--- src/rtl/lfsr_share_ctrl_if.sv ---
// Request/grant and seed-load signal bundle between random-number consumers and lfsr_share_ctrl.
interface lfsr_share_ctrl_if #(
  parameter int NREQ = 4
);
  logic [NREQ-1:0] req;
  logic            seed_load;
  logic [7:0]      seed_val;
  logic [NREQ-1:0] gnt;
  logic [7:0]      rnd_data;
  logic            busy;

  modport master (
    output req, seed_load, seed_val,
    input  gnt, rnd_data, busy
  );

  modport slave (
    input  req, seed_load, seed_val,
    output gnt, rnd_data, busy
  );
endinterface

--- src/rtl/lfsr_share_ctrl.sv ---
// Round-robin arbiter sharing one 8-bit Fibonacci LFSR; each grant advances it STEPS times.
// Optional LFSR_FREE_RUN_EN: LFSR also advances every idle cycle without seed_load.
module lfsr_share_ctrl #(
  parameter int         NREQ  = 4,
  parameter int         STEPS = 3,
  parameter logic [7:0] SEED  = 8'h01
) (
  input  logic              clk,
  input  logic              reset,
  lfsr_share_ctrl_if.slave  bus
);

  localparam int IW = (NREQ > 1) ? $clog2(NREQ) : 1;

  localparam logic [1:0] IDLE  = 2'd0;
  localparam logic [1:0] STEP  = 2'd1;
  localparam logic [1:0] GRANT = 2'd2;

  logic [1:0]      state;
  logic [7:0]      lfsr;
  logic [3:0]      cnt;
  logic [IW-1:0]   winner;
  logic [IW-1:0]   ptr;
  logic [IW-1:0]   pick;
  logic [IW-1:0]   idx;
  logic            found;
  logic [NREQ-1:0] win_onehot;
  logic [NREQ-1:0] gnt;
  logic [7:0]      rnd_data;
  logic            busy;

  assign bus.gnt      = gnt;
  assign bus.rnd_data = rnd_data;
  assign bus.busy     = busy;

  function automatic logic [7:0] lfsr_next(input logic [7:0] v);
    if (v == 8'h00) return 8'h01;
    return {v[4] ^ v[3] ^ v[2] ^ v[0], v[7:1]};
  endfunction

  // First set request at or above ptr, wrapping past NREQ-1 back to 0.
  always_comb begin
    pick  = '0;
    found = 1'b0;
    idx   = '0;
    for (int unsigned i = 0; i < NREQ; i++) begin
      idx = IW'((32'(ptr) + i) % NREQ);
      if (!found && bus.req[idx]) begin
        pick  = idx;
        found = 1'b1;
      end
    end
  end

  assign win_onehot = {{(NREQ-1){1'b0}}, 1'b1} << winner;

  // busy is a flop loaded with the next-state decode so it never glitches.
  always_ff @(posedge clk or negedge reset) begin
    if (!reset) begin
      state    <= IDLE;
      lfsr     <= SEED;
      cnt      <= '0;
      winner   <= '0;
      ptr      <= '0;
      gnt      <= '0;
      rnd_data <= '0;
      busy     <= 1'b0;
    end else begin
      case (state)
        IDLE: begin
          if (bus.seed_load) begin
            lfsr <= (bus.seed_val == 8'h00) ? 8'h01 : bus.seed_val;
          end else begin
`ifdef LFSR_FREE_RUN_EN
            lfsr <= lfsr_next(lfsr);
`else
            lfsr <= lfsr;
`endif
            if (found) begin
              winner <= pick;
              cnt    <= '0;
              state  <= STEP;
              busy   <= 1'b1;
            end
          end
        end
        STEP: begin
          lfsr <= lfsr_next(lfsr);
          if (cnt == 4'(STEPS - 1)) begin
            gnt      <= win_onehot;
            rnd_data <= lfsr_next(lfsr);
            state    <= GRANT;
          end else begin
            cnt <= cnt + 4'd1;
          end
        end
        GRANT: begin
          gnt   <= '0;
          ptr   <= (winner == IW'(NREQ - 1)) ? '0 : winner + 1'b1;
          state <= IDLE;
          busy  <= 1'b0;
        end
        default: begin
          state <= IDLE;
          busy  <= 1'b0;
        end
      endcase
    end
  end

endmodule

--- src/flat_wrapper.sv ---
// flat-port wrapper written by rule: the top's interface ports become plain ports
module lfsr_share_ctrl_flat 
#(
  parameter int         NREQ  = 4,
  parameter int         STEPS = 3,
  parameter logic [7:0] SEED  = 8'h01
)
  (clk, reset, bus_req, bus_seed_load, bus_seed_val, bus_gnt, bus_rnd_data, bus_busy);
  lfsr_share_ctrl_if #(.NREQ(NREQ)) bus_i ();
  input  logic clk;
  input  logic reset;
  input wire logic [$bits(bus_i.req)-1:0] bus_req;
  input wire logic [$bits(bus_i.seed_load)-1:0] bus_seed_load;
  input wire logic [$bits(bus_i.seed_val)-1:0] bus_seed_val;
  output wire logic [$bits(bus_i.gnt)-1:0] bus_gnt;
  output wire logic [$bits(bus_i.rnd_data)-1:0] bus_rnd_data;
  output wire logic [$bits(bus_i.busy)-1:0] bus_busy;
  assign bus_i.req = bus_req;
  assign bus_i.seed_load = bus_seed_load;
  assign bus_i.seed_val = bus_seed_val;
  assign bus_gnt = bus_i.gnt;
  assign bus_rnd_data = bus_i.rnd_data;
  assign bus_busy = bus_i.busy;
  lfsr_share_ctrl #(.NREQ(NREQ), .STEPS(STEPS), .SEED(SEED)) u_core (.clk(clk), .reset(reset), .bus(bus_i));
endmodule
--- config.mk ---
export PLATFORM = sky130hd
export DESIGN_NAME = lfsr_share_ctrl_flat
export DESIGN_NICKNAME = d
export VERILOG_FILES = /design/src/rtl/lfsr_share_ctrl_if.sv /design/src/rtl/lfsr_share_ctrl.sv /design/src/flat_wrapper.sv
export SDC_FILE = /design/constraint.sdc
export NUM_CORES = 1
export LEC_CHECK = 0
export BUFFER_PORTS_ARGS = -buffer_cell sky130_fd_sc_hd__clkbuf_2
export CORE_AREA = 2 2 57 59
export DETAILED_ROUTE_END_ITERATION = 10
export DIE_AREA = 0 0 59 61
export HOLD_SLACK_MARGIN = 0.05
export PLACE_DENSITY_LB_ADDON = 0.1
export SLEW_MARGIN = 0
export SYNTH_ARGS = -nofsm -noshare
export SYNTH_HDL_FRONTEND = slang
export SYNTH_SLANG_ARGS = --single-unit
--- constraint.sdc ---
create_clock -name clk -period 1.8 [get_ports clk]
set_input_delay 0 -clock clk [delete_from_list [all_inputs] [get_ports clk]]
set_output_delay 0 -clock clk [all_outputs]
set_load 0.02 [all_outputs]
## Word level (Yosys, flattened, before mapping)

Index checks and enable logic that the tools add are counted.

- Word-level logic and storage cells: 90
- Output and inout port bits: 13
- Input port bits: 15
- Register bits after elaboration: 31

- Order comparisons: 4
- Multiplexer cells: 40
- Add/sub/neg operators: 5
- Reductions and logical operators: 18
- Equal/unequal tests: 9
- Bitwise logic cells: 5
- Shift operators: 1

Operator list:

| cell | count |
|---|---|
| 2-to-1 mux 8 bit | 5 |
| zero test 8 bit | 2 |
| 2-to-1 mux 2 bit | 8 |
| 2-to-1 mux 4 bit | 4 |
| one-hot mux 4 bit (2 select lines) | 2 |
| one-hot mux 8 bit (2 select lines) | 1 |
| 2-to-1 mux 1 bit | 14 |
| less-than comparator 2 x 3 -> 1 bit (second input constant) | 4 |
| AND reduction 3 bit | 3 |
| binary-select mux 1 bit (select 2 bit) | 4 |
| inequality test 2 bit (second input constant) | 3 |
| AND reduction 2 bit | 3 |
| adder 2 x 1 -> 2 bit (second input constant) | 2 |
| adder 2 bit (second input constant) | 2 |
| adder 4 x 1 -> 4 bit (second input constant) | 1 |
| equality test 2 bit (second input constant) | 2 |
| equality test 4 x 2 -> 1 bit (second input constant) | 1 |
| inequality test 2 x 1 -> 1 bit (second input constant) | 2 |
| one-hot mux 2 bit (2 select lines) | 1 |
| AND reduction 4 bit | 1 |
| nonzero test 2 bit | 2 |
| left shift 1 x 2 -> 4 bit (first input constant) | 1 |
| logical AND 1 bit | 3 |
| zero test 1 bit | 3 |
| 5 further kinds | 8 |

## Depth between registers and ports, before layout

Gate-level depths: netlist (run 1).

- Word-level depth: 15
- Mapped depth: 9
- Mapped depth without buffers: 7

## Worst setup path after synthesis (run 1)

Ideal clock, no wire load.

- Kind: reg-to-reg
- From: register u_core.cnt[0]
- To: register u_core.gnt[0], in the netlist u_core.bus.gnt[0]
- Data required time: 1,683 ps
- Clock period less this slack: 1,644 ps
- Data arrival time: 1,528 ps
- Library setup time: 117 ps
- Path buffers: 2
- Cell stages (with the launch flop): 9
- Setup slack: 156 ps
- Cell sequence: dfrtp_1 > inv_1 > ha_1 > or3b_4 > or2_1 > buf_6 > buf_6 > nand3_1 > nand2_1

- Cells in the longest elaborated chain, start to end: 3

Ends and longest elaborated chain:

| item | RTL line | source |
|---|---|---|
| from (decl) | lfsr_share_ctrl.sv:21 | `logic [3:0] cnt;` |
| from (signal assigned) | lfsr_share_ctrl.sv:94 | `cnt <= cnt + 4'd1;` |
| equality test 4 x 2 -> 1 bit | lfsr_share_ctrl.sv:89 | `if (cnt == 4'(STEPS - 1)) begin` |
| inequality test 2 x 1 -> 1 bit (no source line) | -- |  |
| AND reduction 2 bit (no source line) | -- |  |
| to (signal assigned) | lfsr_share_ctrl.sv:90 | `gnt <= win_onehot;` |
| to (decl) | lfsr_share_ctrl.sv:28 | `logic [NREQ-1:0] gnt;` |

Every way passes these cells.
A chain may end at the register's enable or synchronous reset.

## Worst setup path in the final report (run 1)

- From: register u_core.cnt[0]
- To: register u_core.gnt[3], in the netlist u_core.bus.gnt[3]

Same word-level chain as after synthesis.

==> run metrics, run 1 <==
outcome finished, final reports clean; VDD IR max 0.854 mV; placed cell count 223; die width 59 um; Post-Synth Simple-Gate Area 0.231; startpoint types register; Main synth FF type dfrtp_1; yosys synthesis warning count 0; Max-Cap Viols 0; pwr dens 1650 mW/mm^2; initial antenna violation count 0; worst skew pair latency 0.33 ns; RSZ-0062 raised after global routing false; Vias/cell 5.57; syn_area_per_cell 9.58 um^2; CP peak stage delay 0.38 ns; number of global-route vias before repair 1327; Core Area 0.00295 mm^2; post-DP HPWL 2370 um; io pins 28; Post-synth EDFFs 0; largest family of logic cells by synthesized area simple AND/OR/NAND/NOR gates; Sw Share 0.424; post-synth top area cell dfrtp_1; Comb power frac 0.439; total power 3.09 mW; final hold viol count 0; Layout Cell Area excl Fill 0.00187 mm^2; first-pass GRT wire length 5630 um; most frequent cells after synthesis nand2_1, dfrtp_1, o21ai_0, a21oi_1; Initial Util 0.542; CP dominant cell by count nand2_1; port bufs 27; Slew headroom 0.498; critical path arrival 1.82 ns; top cell type's share of synthesized area 0.469; CP max-delay cell dfrtp_1; Cell Area, Placed 0.00174 mm^2; crit path max fanout 15; Synth Area in XOR/XNOR 0.0274; Post-route DRC 0; largest net degree at the start of global routing 32; syn nets 188; # nets final 225; Hold Crit Class input port to register; die area 0.00360 mm^2; register area share after synthesis 0.486; post-synthesis cell area 0.00160 mm^2; Lkg Pwr 0.945 nW; gr usage total 0.210; First-pass DRT Iterations 4; Antenna Violating Nets Remaining 0; compound-gate portion of the synthesized area 0.138; WL final 3250 um; P&R area growth vs syn 17.1%; fmax 0.637 GHz; Seq cells post-synth 31; Max clock buf depth 2; Critical path origin u_core.cnt[0]; P_int 1.78 mW; sw power 1.31 mW; Num CTS Buffers 5; Routed wire per std cell 13.7 um; critical path class register to register; Clock Skews 0.0205 ns; total gr overflow 0; crit-path cells inv_1 > ha_1 > or3b_4 > or2_4 > inv_4 > nand2_1 > nand2_1; CTS tree done; Seq pwr share 0.427; mux share of post-synthesis cell area 0.0133; Clock transition at path regs 0.08 ns; Post-Layout Cell Count 238; synthesized netlist cell count 167; Slew Limit Fails 0; post-synthesis cell type count 40; Via Count 1325; Detailed Route Iter0 Violations 56; # diodes 0; Clock Sinks 31; root buffer cell clkbuf_4; Worst-Margin Slew 0.753 ns; Synth Area in Adders 0.0469; H-tree depth 2; fraction of layout cells with a size suffix above 1 0.215; Row Count 20; minimum clock period 1.57 ns; worst reg2reg startpoint u_core.cnt[0]; period utilisation layout 0.872; Clk pwr share 0.135; FFs w/ async S/R, synth 1.00; Final setup viols 0; HP Start bus_req[1]; routability cong. 0.852; post-route core utilization 0.634; CP Capture Type register; Die H 61 um; setup TNS 0 ns; cells taking the most area after synthesis dfrtp_1, nand2_1, ha_1, o21ai_0, a21oi_1; Required @ worst endpoint 2.05 ns; count leader, synth nand2_1; postcts setup bufs 0
## cell families (layout without fill, tap and decap cells)
logic type | after synthesis | after routing
muxes | 2 | 2
buffers and inverters | 15 | 53
adders and majority gates | 6 | 6
and+or+nand+nor | 74 | 74
DFF | 31 | 31
xor gates and xnor gates | 5 | 5
AOI/OAI and AO/OA | 34 | 34
## power groups by stage
stage	Combinational [mW]	Clock, mW	Sequential, mW
2_1_floorplan	0.874	0	1.41
3_3_place_gp	1.31	0	1.32
3_5_place_dp	1.34	0	1.33
4_1_cts	1.36	0.430	1.31
5_1_grt	1.56	0.450	1.36
6_report	1.36	0.417	1.32
## timing repair
item	4_1_cts	5_1_grt
endpoints found under the hold margin	34	0
setup endpoints to repair	0	12
hold buffers	7	0
gates resized for setup	0	2
## worst paths after layout
| check | to | slack (ns) | cells after the start |
|---|---|---|---|
| hold reg to reg | u_core.bus.rnd_data[4] | 0.49 | 2 |
| min in group asynchronous | u_core.bus.rnd_data[1] | 0.25 | 2 |
| setup reg to reg | u_core.bus.gnt[3] | 0.23 | 7 |
| setup / recovery | u_core.bus.gnt[3] | 0.23 | 7 |
| hold / removal | u_core.winner[0] | 0.06 | 3 |
| max in group asynchronous | u_core.bus.busy | 1.05 | 2 |
## layout make-up
class                   instances  area, um^2
well taps                      33        41.3
fillers                       254        1080
clock buffers                   7        55.1
clock inverters                 1        5.00
multi-input cells             121         733
repair buffers                 37         228
inverters                       8        32.5
flip-flops and latches         31         777
## critical path: cells and delay by family, from the launching register on
kind / cells / cell delay [ns]
adders and majority gates: 1 / 0.12
buffers and inverters: 2 / 0.18
DFF: 1 / 0.38
and+or+nand+nor: 4 / 0.82
## layer usage
metal  global-route usage  routed length, um  vias to the layer above
met5                    0                  0                        -
met4               0.0779                 50                        0
met3               0.0384                161                        7
met2                0.365               1620                       41
met1                0.261               1420                      629
li1                     -                  -                      648
## stage by stage
stage | setup slack (ns) | hold slack, ns
2_1_floorplan | 0.156 | -0.296
3_3_place_gp | 0.0898 | 0.104
3_5_place_dp | 0.0570 | 0.111
4_1_cts | 0.0324 | 0.0513
5_1_grt | 0.0724 | 0.0960
6_report | 0.230 | 0.0618
## sequential cells by signal, summed over array words and instances, names as in the netlist
name and flops:
u_core.bus.busy 1, u_core.bus.gnt 4, u_core.bus.rnd_data 8, u_core.cnt 4, u_core.lfsr 8, u_core.ptr 2, u_core.state 2, u_core.winner 2
## layout by cell type (no fill, tap or decap), types with 6 or more instances in the layout
cell / count
nand3_1: 7
ha_1: 6
dlygate4sd3_1: 7
dfrtp_1: 30
o21ai_0: 13
nand2_1: 38
clkbuf_2: 27
a21oi_1: 9
inv_1: 7
No activity file was read; power rests on OpenSTA's default activity.
==> inputs of run 2 (changes only) <==
--- a/config.mk
+++ b/config.mk
@@ -5,10 +5,11 @@
 export SDC_FILE = /design/constraint.sdc
 export NUM_CORES = 1
 export LEC_CHECK = 0
+export ABC_AREA = 1
 export BUFFER_PORTS_ARGS = -buffer_cell sky130_fd_sc_hd__clkbuf_2
-export CORE_AREA = 2 2 57 59
+export CORE_AREA = 2 2 60 62
 export DETAILED_ROUTE_END_ITERATION = 10
-export DIE_AREA = 0 0 59 61
+export DIE_AREA = 0 0 62 64
 export HOLD_SLACK_MARGIN = 0.05
 export PLACE_DENSITY_LB_ADDON = 0.1
 export SLEW_MARGIN = 0
==> run metrics, run 2 <==
outcome finished, final reports clean; biggest regs u_core.bus.rnd_data x8, u_core.lfsr x8; syn_area_per_cell 7.79 um^2; cells taking the most area after synthesis dfrtp_1, nand2_1, nand3_1, inv_1, ha_1; Worst-Margin Slew 0.775 ns; post-synth top area cell dfrtp_1; post-route core utilization 0.643; VDD IR max 0.832 mV; period utilisation layout 0.856; Die H 64 um; io pins 28; grt met3 use 0.0486; Clock Sinks 31; fmax 0.649 GHz; Slew Limit Fails 0; worst skew pair latency 0.32 ns; RSZ-0062 raised after global routing false; setup TNS 0 ns; Seq cells post-synth 31; fraction of layout cells with a size suffix above 1 0.218; met1 Resource Use GR 0.288; register area share after synthesis 0.435; routability cong. 0.877; # diodes 0; synthesized netlist cell count 229; yosys synthesis warning count 0; First-pass DRT Iterations 4; Initial Util 0.543; Multi-input gate area 875 um^2; Max-Cap Viols 0; Detailed Route Iter0 Violations 99; Core Area 0.00328 mm^2; Clock Skews 0.0112 ns; pwr dens 1850 mW/mm^2; Antenna Violating Nets Remaining 0; critical path arrival 1.76 ns; Fillers 304; Cell Area, Placed 0.00197 mm^2; root buffer cell clkbuf_4; Num CTS Buffers 5; Max clock buf depth 2; gr usage total 0.210; Final setup viols 0; CP dominant cell by count nand2_1; Row Count 21; # nets final 291; port bufs 27; Clock transition at path regs 0.10 ns; P&R area growth vs syn 18.4%; initial antenna violation count 0; H-tree depth 2; CP Capture Type register; Required @ worst endpoint 2.02 ns; cts repair resizes 0; CP max-delay cell dfrtp_1; register area 777 um^2; CP peak stage delay 0.45 ns; CTS Hold Bufs 9; top cell type's share of synthesized area 0.421; Vias/cell 4.93; total gr overflow 0; final hold viol count 0; Main synth FF type dfrtp_1; count leader, synth nand2_1; startpoint types register; M2 GR Usage 0.315; post-synthesis cell area 0.00178 mm^2; most common cell after layout, fill and taps aside nand2_1; Lkg Pwr 1.13 nW; Routed wire per std cell 11.5 um; critical path class register to register; post-synthesis cell type count 27; Hold Crit Class input port to register; Layout Cell Area excl Fill 0.00211 mm^2; crit-path cells inv_2 > nand2_1 > nand3_1 > nand2_2 > nor2_4 > nand3_2 > nand2_4 > nand2_2 > nand2_1 > nand2_1; die width 62 um; postcts setup bufs 0; first-pass GRT wire length 6280 um; WL final 3660 um; syn nets 250; CTS tree done; most frequent cells in the layout nand2_1, dfrtp_1, clkbuf_2; Slew headroom 0.483; crit path max fanout 13; number of global-route vias before repair 1506; Via Count 1563; die area 0.00397 mm^2; post-DP HPWL 2610 um; FFs w/ async S/R, synth 1.00; largest net degree at the start of global routing 32; minimum clock period 1.54 ns; most frequent cells after synthesis nand2_1, dfrtp_1, inv_1, nand3_1, o21ai_0; GRT busiest layer met2; Post-route DRC 0; Post-synth EDFFs 0
## run 2: cell types whose count changed in the layout (fill, tap and decap cells not counted), sizes merged, moves of 5 or more
cell	delta
nand2	+46
inv	+18
nand3	+13
nor2	+8
and3b	-5
## run 2: worst max-delay path, delay by kind of cell (launching register included)
kind	cells	cell delay (ns)
buffers and inverters	1	0.19
DFF	1	0.45
and+or+nand+nor	9	0.81
## run 2: metal layers
metal / vias to the layer above / routed length, um
met4: 0 / 63
li1: 813 / -
met2: 36 / 1670
met1: 704 / 1770
met5: - / 0
met3: 10 / 149
## run 2: layout make-up
type	count	area share
Clock buffer	7	0.0213
Clock inverter	1	0.00237
Inverter	26	0.0462
Multi-Input combinational cell	166	0.414
Sequential cell	31	0.368
Tap cell	46	0.0273
Timing Repair Buffer	40	0.121
## run 2: path summary, 6_finish.rpt
kind / from / to / slack (ns) / cells after the start
max: u_core.ptr[0] / u_core.cnt[2] / 0.26 / 10
min: bus_seed_val[7] / u_core.lfsr[7] / 0.09 / 5
max reg2reg: u_core.ptr[0] / u_core.cnt[2] / 0.26 / 10
min reg2reg: u_core.bus.rnd_data[3] / u_core.bus.rnd_data[3] / 0.49 / 2
max in group asynchronous: reset / u_core.lfsr[6] / 1.03 / 2
min in group asynchronous: reset / u_core.ptr[0] / 0.28 / 2
## run 2: where the power goes
part | total (mW) | internal [mW] | switching, mW
Clock | 0.388 | 0.152 | 0.235
Sequential | 1.33 | 1.04 | 0.295
Combinational | 2.18 | 0.790 | 1.39
## run 2: logic make-up after synthesis
kind of cell             synth area share
XOR/XNOR                           0.0196
adder cells (fa/ha/maj)            0.0421
AND/OR/NAND/NOR                     0.327
buffers and inverters              0.0743
AO/OA/AOI/OAI                       0.102
flip-flops                          0.435
## run 2: per-stage QoR
step / hold WS [ns] / power (mW) / setup slack [ns] / instances
final: 0.0884 / 3.90 / 0.259 / 317
after global routing: 0.111 / 4.30 / 0.116 / 317
after CTS: 0.0698 / 3.92 / 0.266 / 317
after detailed placement: 0.113 / 3.50 / 0.286 / 300
after global placement: 0.110 / 3.48 / 0.308 / 300
after floorplan: -0.296 / 2.99 / 0.434 / 229
==> inputs of run 3 (changes only) <==
--- a/config.mk
+++ b/config.mk
@@ -11,7 +11,7 @@
 export DETAILED_ROUTE_END_ITERATION = 10
 export DIE_AREA = 0 0 62 64
 export HOLD_SLACK_MARGIN = 0.05
-export PLACE_DENSITY_LB_ADDON = 0.1
+export PLACE_DENSITY = 0.76
 export SLEW_MARGIN = 0
 export SYNTH_ARGS = -nofsm -noshare
 export SYNTH_HDL_FRONTEND = slang
==> run metrics, run 3 (synthesis results as in run 2) <==
total power 3.92 mW; instance count on the critical path 11; Die H 64 um; post-DP HPWL 2700 um; Core Area 0.00328 mm^2; # nets final 290; Critical path origin u_core.ptr[1]; CTS tree done; biggest regs u_core.bus.rnd_data x8, u_core.lfsr x8; RSZ-0062 raised after global routing false; r2r setup slk 0.25 ns; postcts setup bufs 0; critical path arrival 1.77 ns; pre-CTS setup slack 0.252 ns; pwr dens 1860 mW/mm^2; critical path class register to register; worst reg2reg startpoint u_core.ptr[1]; CP max-delay cell dfrtp_1; gr usage total 0.215; total gr overflow 0; crit path max fanout 10; Final setup viols 0; Max-Cap Viols 0; Slew Limit Fails 0; setup TNS 0 ns; most common cell after layout, fill and taps aside nand2_1; crit-path cells inv_2 > nand2_2 > nand2_2 > nand2_4 > nand2_4 > nor2_4 > nand3_2 > nand2_4 > nand2_2 > nand2_1 > nand2_1; # diodes 0; CTS Hold Bufs 9; Antenna Violating Nets Remaining 0; most frequent cells in the layout nand2_1, dfrtp_1, clkbuf_2; CP bufs+invs 1; placed cell count 299; First-pass DRT Iterations 4; worst skew pair latency 0.32 ns; Detailed Route Iter0 Violations 100; root buffer cell clkbuf_4; routability cong. 0.835; Cell Area, Placed 0.00196 mm^2; H-tree depth 2; Clock Skews 0.00697 ns; final hold viol count 0; cts repair resizes 0; Via Count 1589; Setup crit end u_core.cnt[2]; register area 777 um^2; die width 62 um; number of global-route vias before repair 1523; outcome finished, final reports clean; Reg2Reg Depth 11; crit-path leading delay family simple AND/OR/NAND/NOR gates; CP peak stage delay 0.49 ns; port bufs 27; Initial Util 0.543; WL final 3730 um; Post-Layout Cell Count 315; Row Count 21; startpoint types register; Max clock buf depth 2; Clock Sinks 31; period utilisation layout 0.863; R2R Path End u_core.cnt[2]; die area 0.00397 mm^2; Worst-Margin Slew 0.751 ns; initial antenna violation count 0; Hold Crit Class input port to register; io pins 28; Lkg Pwr 1.13 nW; Routed wire per std cell 11.8 um; Num CTS Buffers 5; Required @ worst endpoint 2.01 ns; minimum clock period 1.55 ns; CP Capture Type register; first-pass GRT wire length 6360 um; P&R area growth vs syn 18.3%; final setup margin 0.246 ns; Multi-input gate area 875 um^2; VDD IR max 0.756 mV; fraction of layout cells with a size suffix above 1 0.219; Layout Cell Area excl Fill 0.00211 mm^2; Slew headroom 0.500; Clock transition at path regs 0.09 ns; largest net degree at the start of global routing 32; Vias/cell 5.04; Post-route DRC 0; fmax 0.644 GHz; Fillers 296
run 3: cell count changes in the layout (fill, tap and decap cells not counted), sizes merged:
cell,delta
clkbuf,-1
buf,-1
run 3: tightest hold or removal path, stage by stage:
cell and delay, ns:
clkbuf_2 0.10, nor3_1 0.07, nand2_4 0.13, nand2_1 0.07
run 3: worst min-delay path by stage:
| stage | startpoint | end | slack, ns | cells after the start |
|---|---|---|---|---|
| after global routing | bus_seed_load | u_core.bus.busy | 0.10 | 4 |
| after global placement | reset | u_core.bus.gnt[1] | 0.1 | 1 |
| final | bus_seed_load | u_core.bus.busy | 0.08 | 4 |
| after CTS | bus_seed_load | u_core.bus.busy | 0.06 | 4 |
| after detailed placement | reset | u_core.bus.gnt[0] | 0.10 | 1 |
| after floorplan | reset | u_core.bus.busy | -0.30 | 0 |
run 3: metal layers:
metal | global-route usage | share of wire
met3 | 0.0547 | 0.036
met1 | 0.281 | 0.48
met4 | 0.114 | 0.026
met2 | 0.319 | 0.46
met5 | 0 | 0
run 3: metrics by stage:
step,hold slack [ns],util
6_report,0.0763,0.643
5_1_grt,0.103,0.643
4_1_cts,0.0640,0.643
3_5_place_dp,0.101,0.598
3_3_place_gp,0.0980,0.598
2_1_floorplan,-0.296,-
run 3: final cells by class:
| cell class | count | area share |
|---|---|---|
| Inverter | 26 | 0.0462 |
| Tap cell | 46 | 0.0273 |
| Clock buffer | 6 | 0.0243 |
| Sequential cell | 31 | 0.368 |
| Multi-Input combinational cell | 166 | 0.414 |
| Clock inverter | 1 | 0.00237 |
| Timing Repair Buffer | 39 | 0.117 |
run 3: where the power goes:
part | switching, mW | internal [mW]
clock | 0.219 | 0.181
sequential | 0.289 | 1.04
combinational | 1.41 | 0.785
